==> config.mk <==
export PLATFORM = sky130hd
export DESIGN_NAME = source
export DESIGN_NICKNAME = d
export VERILOG_FILES = /design/src/rtl/source.sv
export SDC_FILE = /design/constraint.sdc
export NUM_CORES = 1
export LEC_CHECK = 0
export ABC_AREA = 1
export CELL_PAD_IN_SITES_DETAIL_PLACEMENT = 2
export CELL_PAD_IN_SITES_GLOBAL_PLACEMENT = 2
export CORE_MARGIN = 1
export CORE_UTILIZATION = 35
export DETAILED_ROUTE_END_ITERATION = 8
export PLACE_DENSITY_LB_ADDON = 0.05
export SLEW_MARGIN = 5
export SYNTH_ARGS = -nofsm -noshare
export SYNTH_HDL_FRONTEND = slang
export SYNTH_SLANG_ARGS = --single-unit
==> constraint.sdc <==
create_clock -name clk -period 5.7 [get_ports clk]
set_clock_uncertainty 0.15 [all_clocks]
set_input_delay 1.14 -clock clk [delete_from_list [all_inputs] [get_ports clk]]
set_output_delay 1.14 -clock clk [all_outputs]
set_load 0.02 [all_outputs]
==> src/rtl/source.sv <==
// Producer end of the inter-node value channel: replays a host-loaded
// sequence of 11-bit values to a sink over the ready/read handshake.
module source #(
   parameter int DEPTH = 39,
   parameter int AW    = 6
) (
   input  logic          clk,
   input  logic          rst,
   input  logic          load_en,
   input  logic [AW-1:0] load_addr,
   input  logic [10:0]   load_data,
   input  logic          start,
   input  logic [AW:0]   len,
   input  logic          read,
   output logic          ready,
   output logic [10:0]   out,
   output logic          done
);

   typedef enum logic [1:0] {IDLE, RUN, DONE} state_t;

   localparam logic [AW:0] DEPTH_L = (AW+1)'(DEPTH);

   state_t        state, state_nxt;
   logic [10:0]   mem [DEPTH];
   logic [AW-1:0] idx, idx_nxt;
   logic [AW:0]   cnt, cnt_nxt, len_c;
   logic [10:0]   out_nxt;
   logic          ready_nxt, done_nxt;
   logic          take, last, wr, go;

   assign len_c = (len > DEPTH_L) ? DEPTH_L : len;
   assign take  = (state == RUN) && read;
   assign last  = ({1'b0, idx} == cnt - 1'b1);
   assign go    = (state != RUN) && start;
   assign wr    = load_en && (state != RUN)
                  && ({1'b0, load_addr} < DEPTH_L);

   // Store is deliberately outside the reset domain so it survives rst.
   always_ff @(posedge clk) begin
      if (wr)
         mem[load_addr] <= load_data;
   end

   always_ff @(posedge clk or posedge rst) begin
      if (rst) begin
         state <= IDLE;
         idx   <= '0;
         cnt   <= '0;
         ready <= 1'b0;
         out   <= '0;
         done  <= 1'b0;
      end else begin
         state <= state_nxt;
         idx   <= idx_nxt;
         cnt   <= cnt_nxt;
         ready <= ready_nxt;
         out   <= out_nxt;
         done  <= done_nxt;
      end
   end

   always_comb begin
      state_nxt = state;
      unique case (state)
         IDLE, DONE: begin
            if (start)
               state_nxt = (len_c == '0) ? DONE : RUN;
         end
         RUN: begin
            if (read && last)
               state_nxt = DONE;
         end
         default: state_nxt = IDLE;
      endcase
   end

   always_comb begin
      idx_nxt   = idx;
      cnt_nxt   = cnt;
      ready_nxt = ready;
      out_nxt   = out;
      done_nxt  = done;
      if (go) begin
         cnt_nxt   = len_c;
         idx_nxt   = '0;
         done_nxt  = (len_c == '0);
         ready_nxt = (len_c != '0);
         if (len_c != '0)
            out_nxt = mem[0];
      end else if (take) begin
         if (last) begin
            ready_nxt = 1'b0;
            done_nxt  = 1'b1;
         end else begin
            idx_nxt = idx + 1'b1;
            out_nxt = mem[idx + 1'b1];
         end
      end
   end

endmodule

### Word level (Yosys, flattened, before mapping)

Memory sizes are Yosys's and may differ from the RTL's.
Index checks and enable logic that the tools add are counted.

* memories kept: 1
* word-level logic and storage cells: 54
* output and inout bits: 13
* bits in registers: 28
* bits in writable memories: 429

Memory list
* mem: depth 39, width 11, read ports 2, clocked after Yosys merged registers in 0, write ports 1, RTL line 25 `logic [10:0] mem [DEPTH];`

* equal/unequal tests: 8
* reduce and logical (&&, ||, !) cells: 15
* $add $sub $neg: 2
* muxes and demuxes: 20
* order comparisons: 2

Operators by type and width (count)
* $mux 11: 4
* $mux 6: 3
* $mux 1: 8
* $ne 2x1->1 const B: 4
* $eq 6x7->1: 1
* $gt 7x6->1 const B: 1
* $logic_not 7->1: 1
* $mux 7: 1
* $reduce_bool 7->1: 1
* $sub 7x1->7 const B: 1
* $add 6x1->6 const B: 1
* $lt 6x6->1 const B: 1
* $mux 2: 3
* $reduce_and 2->1: 3
* $logic_and 1x1->1: 5
* $pmux 2 s2: 1
* $reduce_bool 2->1: 2
* $reduce_and 3->1: 1
* $eq 2x1->1 const B: 1
* $eq 2x2->1 const B: 1
* $logic_not 2->1: 1
* $ne 2x2->1 const B: 1
* $reduce_or 2->1: 1

### Depth between registers and ports, before layout

Gate-level depths: netlist of the first run.

* word-level depth: 6
* gate-level depth with buffers: 15
* gate-level depth less buffers: 14

### Worst setup path after synthesis of the first run

OpenSTA, ideal clock, no wires.

* path kind: in2reg
* from: input port load_addr[3]
* to: memory mem[5][0], enable pin
* setup time: 408 ps
* stages on the path: 3
* arrival: 2623 ps
* slack: 2519 ps
* path buffers: 0
* path through: nor2_1 nand2_1 nor4_1

* longest elaborated chain between the ends: 4

Ends and longest elaborated chain
* start: declaration: RTL line 10 `input logic [AW-1:0] load_addr,`
* $lt 6x6->1: RTL line 37 `&& ({1'b0, load_addr} < DEPTH_L);`
* $logic_and 1x1->1: RTL line 37
* $mux 1: RTL line 41 `if (wr)`
* $mux 1 (implied by the code): RTL line 42 `mem[load_addr] <= load_data;`
* end: declaration: RTL line 25

Parallel ways exist; a longest one is shown, timed or not.

### Worst setup path after layout of the first run

* from: input port load_addr[3]
* to: memory mem[24][9], enable pin

Same word-level chain as after synthesis.

==> summary.md, run 1 <==
| Metric | Value |
|---|---|
| Outcome | complete, no violations |
| Via Count | 13.7k |
| Rel. slew slack | 25.0% |
| Worst r2r dst | out[6] |
| Die height | 239 µm |
| Reg area | 13,600 µm² |
| Syn avg cell area | 10.6 µm² |
| Max-slew violation count | 0 |
| Worst min path class | flip-flop to flip-flop |
| H-tree depth | 2 |
| Main synth FF type | edfxtp_1 |
| Crit Path Category | primary input to flip-flop |
| Routability cong. | 0.791 |
| Commonest non-fill, non-tap cells in the layout | 621 x nand2_1, 429 x edfxtp_1, 244 x nand3_1 |
| Post-cts resize count | 0 |
| Final Net Count | 1,948 |
| Post-synthesis sequential area ratio | 68.9% |
| Syn nets | 1,899 |
| HPWL Detailed | 39.8 mm |
| Critical-path maximum fanout | 11 |
| Cell row count | 86 |
| Pwr Density | 531 nW/µm² |
| Final instance area | 22,700 µm² |
| Fin crit share | 69.6% |
| Share of Yosys cell area claimed by the top area cell type | 65.3% |
| Wire length per cell | 24.1 µm |
| Tmin final | 3970 ps |
| Peak VDD IR | 0.000415 V |
| DP Area | 21,000 µm² |
| Clock sinks | 457 |
| Critical path arrival | 4070 ps |
| Number of nets with antenna violations after routing | 0 |
| Commonest non-fill, non-tap cell in the layout | nand2_1 |
| Area leader, netlist | edfxtp_1 |
| Yosys warning count | 0 |
| Unrepaired setup endpoints after global routing | no |
| Largest net degree at the start of global routing | 175 |
| Initial antenna violation count | 1 |
| I/O Buffers | 41 |
| Yosys reg bits | 457 |
| EDFF count, synth | 429 |
| Leakage | 0.00883 µW |
| Die area | 57,300 µm² |
| Core area | 55,400 µm² |
| Fillers | 5,851 |
| Critical path launch point type | primary input |
| Skew-Pair Late Insertion Delay | 620 ps |
| TNS Setup | 0 ps |
| Crit Reg-Reg Startpoint | idx[0] |
| Final Hold Viols | 0 |
| CTS tree | yes |
| First-pass GRT wire length | 97.6 mm |
| Worst hold start | ready |
| Worst Hold Path Cells | 2 |
| Postcts setup bufs | 0 |
| Number of CTS-inserted buffers | 53 |
| Routed WL | 65.3 mm |
| Layout area overhead | 15.0% |
| Hold_buf cts | 0 |
| Die width | 239 µm |
| Multi-input logic area | 5110 µm² |
| Flop-to-flop setup slack | 2020 ps |
| Layout cell share with drive strength beyond 1 | 8.73% |
| Mapped Cells | 1,868 |
| Worst-Margin Slew | 1120 ps |
| Clk slew on worst S/H paths | 60 ps |
| Io pins | 42 |
| GR Util All Layers | 23.4% |
| Detailed-route DRC error count | 0 |
| R2R cell count | 10 |
| Root buffer cell | clkbuf_16 |
| Area of the mapped netlist | 19,700 µm² |
| Peak Freq | 252 MHz |
| Min-Delay Endpoint | ready |
| DR vias/cell | 5.04 |
| Max Root-Sink Buffers | 3 |
| Ys async rst share | 6.13% |
| Count of cell types in the netlist | 34 |
| Gr ovfl total | 0 |
| Synth area leaders | edfxtp_1 65%, nand2_1 12%, nand3_1 6.2%, dfrtp_1 3.6%, nor2_1 3.2% |
| DR iter-0 viols | 961 |
| Max-Cap Viols | 0 |
| CP Capture Type | flip-flop |
| Vias in the first global route | 14.8k |
| Pre-antenna DRT Iters | 5 |
| Starting Density | 35.6% |
| Crit path required time | 5800 ps |
| Final setup viols | 0 |
-- worst max-delay path by stage --
| stage | startpoint | endpoint | slack, ps | depth (start not counted) |
|---|---|---|---|---|
| 2_1_floorplan | load_addr[3] | mem[5][0] | 2520 | 3 |
| 3_3_place_gp | load_addr[3] | mem[0][8] | 1320 | 6 |
| 3_5_place_dp | load_addr[3] | mem[24][7] | 1160 | 6 |
| 4_1_cts | load_addr[3] | mem[24][9] | 1790 | 6 |
| 5_1_grt | load_addr[3] | mem[24][9] | 1560 | 6 |
| 6_report | load_addr[3] | mem[24][9] | 1730 | 6 |
-- kinds of logic after synthesis --
| kind of cell | after synthesis | share of synthesized area, % |
|---|---|---|
| xor+xnor | 10 | 0.539 |
| flops | 457 | 68.9 |
| simple gates | 1062 | 22.4 |
| buf+inv | 245 | 5.40 |
| compound gates | 92 | 2.65 |
| fa+ha+maj | 2 | 0.127 |
-- cell usage after synthesis (2+ instances only) --
library cell,instances
nand2_1,621
edfxtp_1,429
nand3_1,244
nor2_1,166
inv_1,143
buf_2,48
o21ai_0,42
clkbuf_1,33
dfrtp_1,28
o21ai_1,15
a21oi_1,13
nand4_1,12
o211ai_1,11
nand3_2,9
buf_6,7
o21ai_2,6
buf_4,5
xor2_1,5
inv_2,4
xnor2_1,4
buf_1,3
o22ai_1,3
ha_1,2
nand2_2,2
nand2_4,2
nor2_2,2
or2_1,2
-- metrics by stage --
step	std cells	power [µW]	util, %	setup slack, ps	hold WS (ps)
floorplan	1868	6910	-	2520	335
global placement	2610	8730	37.8	1320	352
detailed placement	2610	8810	37.8	1160	361
CTS	2707	12200	40.9	1790	376
global route	2707	12700	40.9	1560	394
finish	2709	12000	40.9	1730	368
-- cell type report --
type / count / area share, %
well taps: 748 / 4.13
repair buffers: 91 / 3.39
clock inverters: 36 / 1.59
flip-flops and latches: 457 / 59.9
clock buffers: 61 / 5.98
diodes: 2 / 0.0221
multi-input cells: 1166 / 22.5
inverters: 148 / 2.47
-- sequential cells by signal, summed over array words and instances, names as in the netlist --
signal,cells
ready,1
cnt,7
state,2
idx,6
mem,429
done,1
out,11
-- power by group --
group | leakage, µW | switching, µW | internal (µW)
logic | 0.00380 | 3440 | 1290
clock network | 0.000826 | 1440 | 1940
registers | 0.00420 | 157 | 3770
total | 0.00883 | 5040 | 7010
-- metal layers --
metal / GRT usage, % / part of all wire [%]
met1: 32.7 / 47
met2: 38.4 / 47
met4: 6.90 / 2.4
met5: 0 / 0
met3: 2.70 / 3.5
-- critical path: stages --
cell             delay (ps)
clkdlybuf4s50_1         460
nor2_1                  370
o21ai_0                 220
a21oi_2                 350
nand4_1                 560
nor2_1                  960
No activity file was read; power rests on OpenSTA's default activity.
==> inputs of run 2 (changes only) <==
- clock period: 5.7 -> 3.2 ns (I/O delays scaled with it)
==> summary.md, run 2 (same netlist as run 1, synthesis figures left out) <==
| Metric | Value |
|---|---|
| First-pass GRT wire length | 100 mm (+2.9%) |
| Largest reg by FF count | mem |
| H-tree depth | 2 (unchanged) |
| Number of CTS-inserted buffers | 53 (unchanged) |
| Pwr Density | 961 nW/µm² (+81%) |
| Crit path required time | 3530 ps (-2270 ps) |
| Worst-Margin Slew | 817 ps (-307 ps) |
| Outcome | complete, no violations |
| Pre-antenna DRT Iters | 5 (unchanged) |
| Starting Density | 35.6% (unchanged) |
| Vias in the first global route | 15.0k (+1.2%) |
| Largest net degree at the start of global routing | 147 (-16%) |
| Final Net Count | 1,995 (+2.4%) |
| Tmin final | 2710 ps |
| Wire length per cell | 24.5 µm (+1.7%) |
| Clock sinks | 457 (unchanged) |
| TNS Setup | 0 ps (unchanged) |
| Postcts setup bufs | 0 (unchanged) |
| Number of diodes | 0 (-2) |
| Net Sw Power | 9080 µW (+80%) |
| Critical path arrival | 3040 ps (-1030 ps) |
| I/O Buffers | 41 (unchanged) |
| Final Hold Viols | 0 (unchanged) |
| Max FFs per register | 429 (unchanged) |
| Skew-Pair Late Insertion Delay | 600 ps (-20 ps) |
| CP Capture Type | flip-flop |
| Via Count | 14.1k (+2.9%) |
| Detailed-route DRC error count | 0 (unchanged) |
| CTS tree | yes |
| GR Util All Layers | 24.1% (+0.63 points) |
| Routability cong. | 0.801 (+1.4%) |
| Post-cts resize count | 0 (unchanged) |
| Worst min path class | primary input to flip-flop |
| Unrepaired setup endpoints after global routing | no |
| Root buffer cell | clkbuf_16 |
| Die height | 239 µm (unchanged) |
| Routed WL | 67.5 mm (+3.4%) |
| Non-filler cells, final | 2,754 (+1.7%) |
| Commonest non-fill, non-tap cell in the layout | nand2_1 |
| Leakage | 0.00920 µW (+4.1%) |
| Top Registers | mem: 429 flops, out: 11 flops, cnt: 7 flops |
| Clock Power Share | 29.7% (+1.6 points) |
| Max Root-Sink Buffers | 3 (unchanged) |
| Flop-to-flop setup slack | 490 ps (-1530 ps) |
| Switching share of total power | 40.5% (-1.4 points) |
| Rel. slew slack | 45.5% (+20 points) |
| Layout area overhead | 18.4% |
| HPWL Detailed | 43.9 mm (+10%) |
| Final setup viols | 0 (unchanged) |
| Max-slew violation count | 0 (unchanged) |
| Commonest non-fill, non-tap cells in the layout | 621 x nand2_1, 429 x edfxtp_1, 244 x nand3_1 |
| Fillers | 5,771 (-1.4%) |
| Internal Power | 13,400 µW (+91%) |
| DR vias/cell | 5.10 (+1.2%) |
| Crit Path Category | flip-flop to flip-flop |
| Comb power frac | 39.6% (+0.3 points) |
| DR iter-0 viols | 882 (-8.2%) |
| Die width | 239 µm (unchanged) |
| Critical path launch point type | flip-flop |
| Peak Freq | 370 MHz |
| Hold_buf cts | 0 (unchanged) |
| Fin crit share | 84.6% |
| Sequential power share | 30.7% (-1.9 points) |
| Gr ovfl total | 0 (unchanged) |
| Layout cell share with drive strength beyond 1 | 11.2% (+2.4 points) |
| Critical-path maximum fanout | 146 (+135) |
| Cell row count | 86 (unchanged) |
| Initial antenna violation count | 1 (unchanged) |
| Die area | 57,300 µm² (unchanged) |
| Placed cell count | 2,657 (+1.8%) |
| Core area | 55,400 µm² (unchanged) |
| Clk slew on worst S/H paths | 60 ps (about the same) |
| Io pins | 42 (unchanged) |
| Max-Cap Viols | 0 (unchanged) |
| Number of nets with antenna violations after routing | 0 (unchanged) |
| Peak VDD IR | 0.000948 V (+130%) |
-- run 2: cell types whose count changed in the layout (fill, tap and decap cells not counted), moves of 2 or more --
| cell | before | now |
|---|---|---|
| buf_12 | 3 | 13 |
| buf_4 | 47 | 84 |
| bufinv_16 | 5 | 13 |
| clkbuf_1 | 8 | 5 |
| clkinv_1 | 13 | 10 |
| diode_2 | 2 | 0 |
-- run 2: worst paths after layout --
check / startpoint / endpoint / cells after the start
min in group asynchronous: rst / cnt[6] / 2
hold / removal: load_data[9] / mem[32][9] / 1
setup / recovery: idx[0] / out[0] / 10
max in group asynchronous: rst / out[1] / 3
setup reg to reg: idx[0] / out[0] / 10
hold reg to reg: ready / ready / 2
-- run 2: power by group through the flow --
stage,Sequential (µW),Combinational (µW),Clock [µW]
6_report,6880,8880,6670
4_1_cts,6890,9050,6790
3_5_place_dp,7010,8990,0
3_3_place_gp,7000,8840,0
2_1_floorplan,7020,5280,0
5_1_grt,6900,9700,6980
-- run 2: critical path, stage by stage (launching register included) --
cell	delay, ps
dfrtp_4	530
buf_12	410
nand2_1	120
nand3_1	210
nand3_1	110
nand3_1	150
nand3_1	310
nand3_1	200
nand2_1	70
nand2_1	60
nand2_1	50
-- run 2: metrics by stage --
step | hold slack (ps) | instance area (µm²) | setup WS (ps) | total power (µW) | util [%]
global route | 113 | 23300 | 335 | 23600 | 42.1
global placement | 354 | 21400 | 162 | 15800 | 38.7
CTS | 96.7 | 23300 | 486 | 22700 | 42.1
detailed placement | 352 | 21400 | 67.7 | 16000 | 38.7
finish | 133 | 23300 | 494 | 22400 | 42.1
floorplan | 335 | 19700 | 519 | 12300 | -
-- run 2: final cells by class --
class                           count  area (µm²)  area share (%)
Timing Repair Buffer              138        1250            5.34
Multi-Input combinational cell   1166        5110            21.9
Sequential cell                   457       13600            58.2
Clock inverter                     38         531            2.27
Tap cell                          748         936            4.01
Inverter                          148         561            2.40
Clock buffer                       59        1370            5.87
-- run 2: routing by layer --
| layer | vias to the layer above | track usage [%] | routed length [µm] |
|---|---|---|---|
| met2 | 233 | 39.4 | 31900 |
| met4 | 2 | 6.18 | 1580 |
| li1 | 6446 | - | - |
| met3 | 95 | 2.78 | 2230 |
| met5 | - | 0 | 13 |
| met1 | 7283 | 34.0 | 31700 |
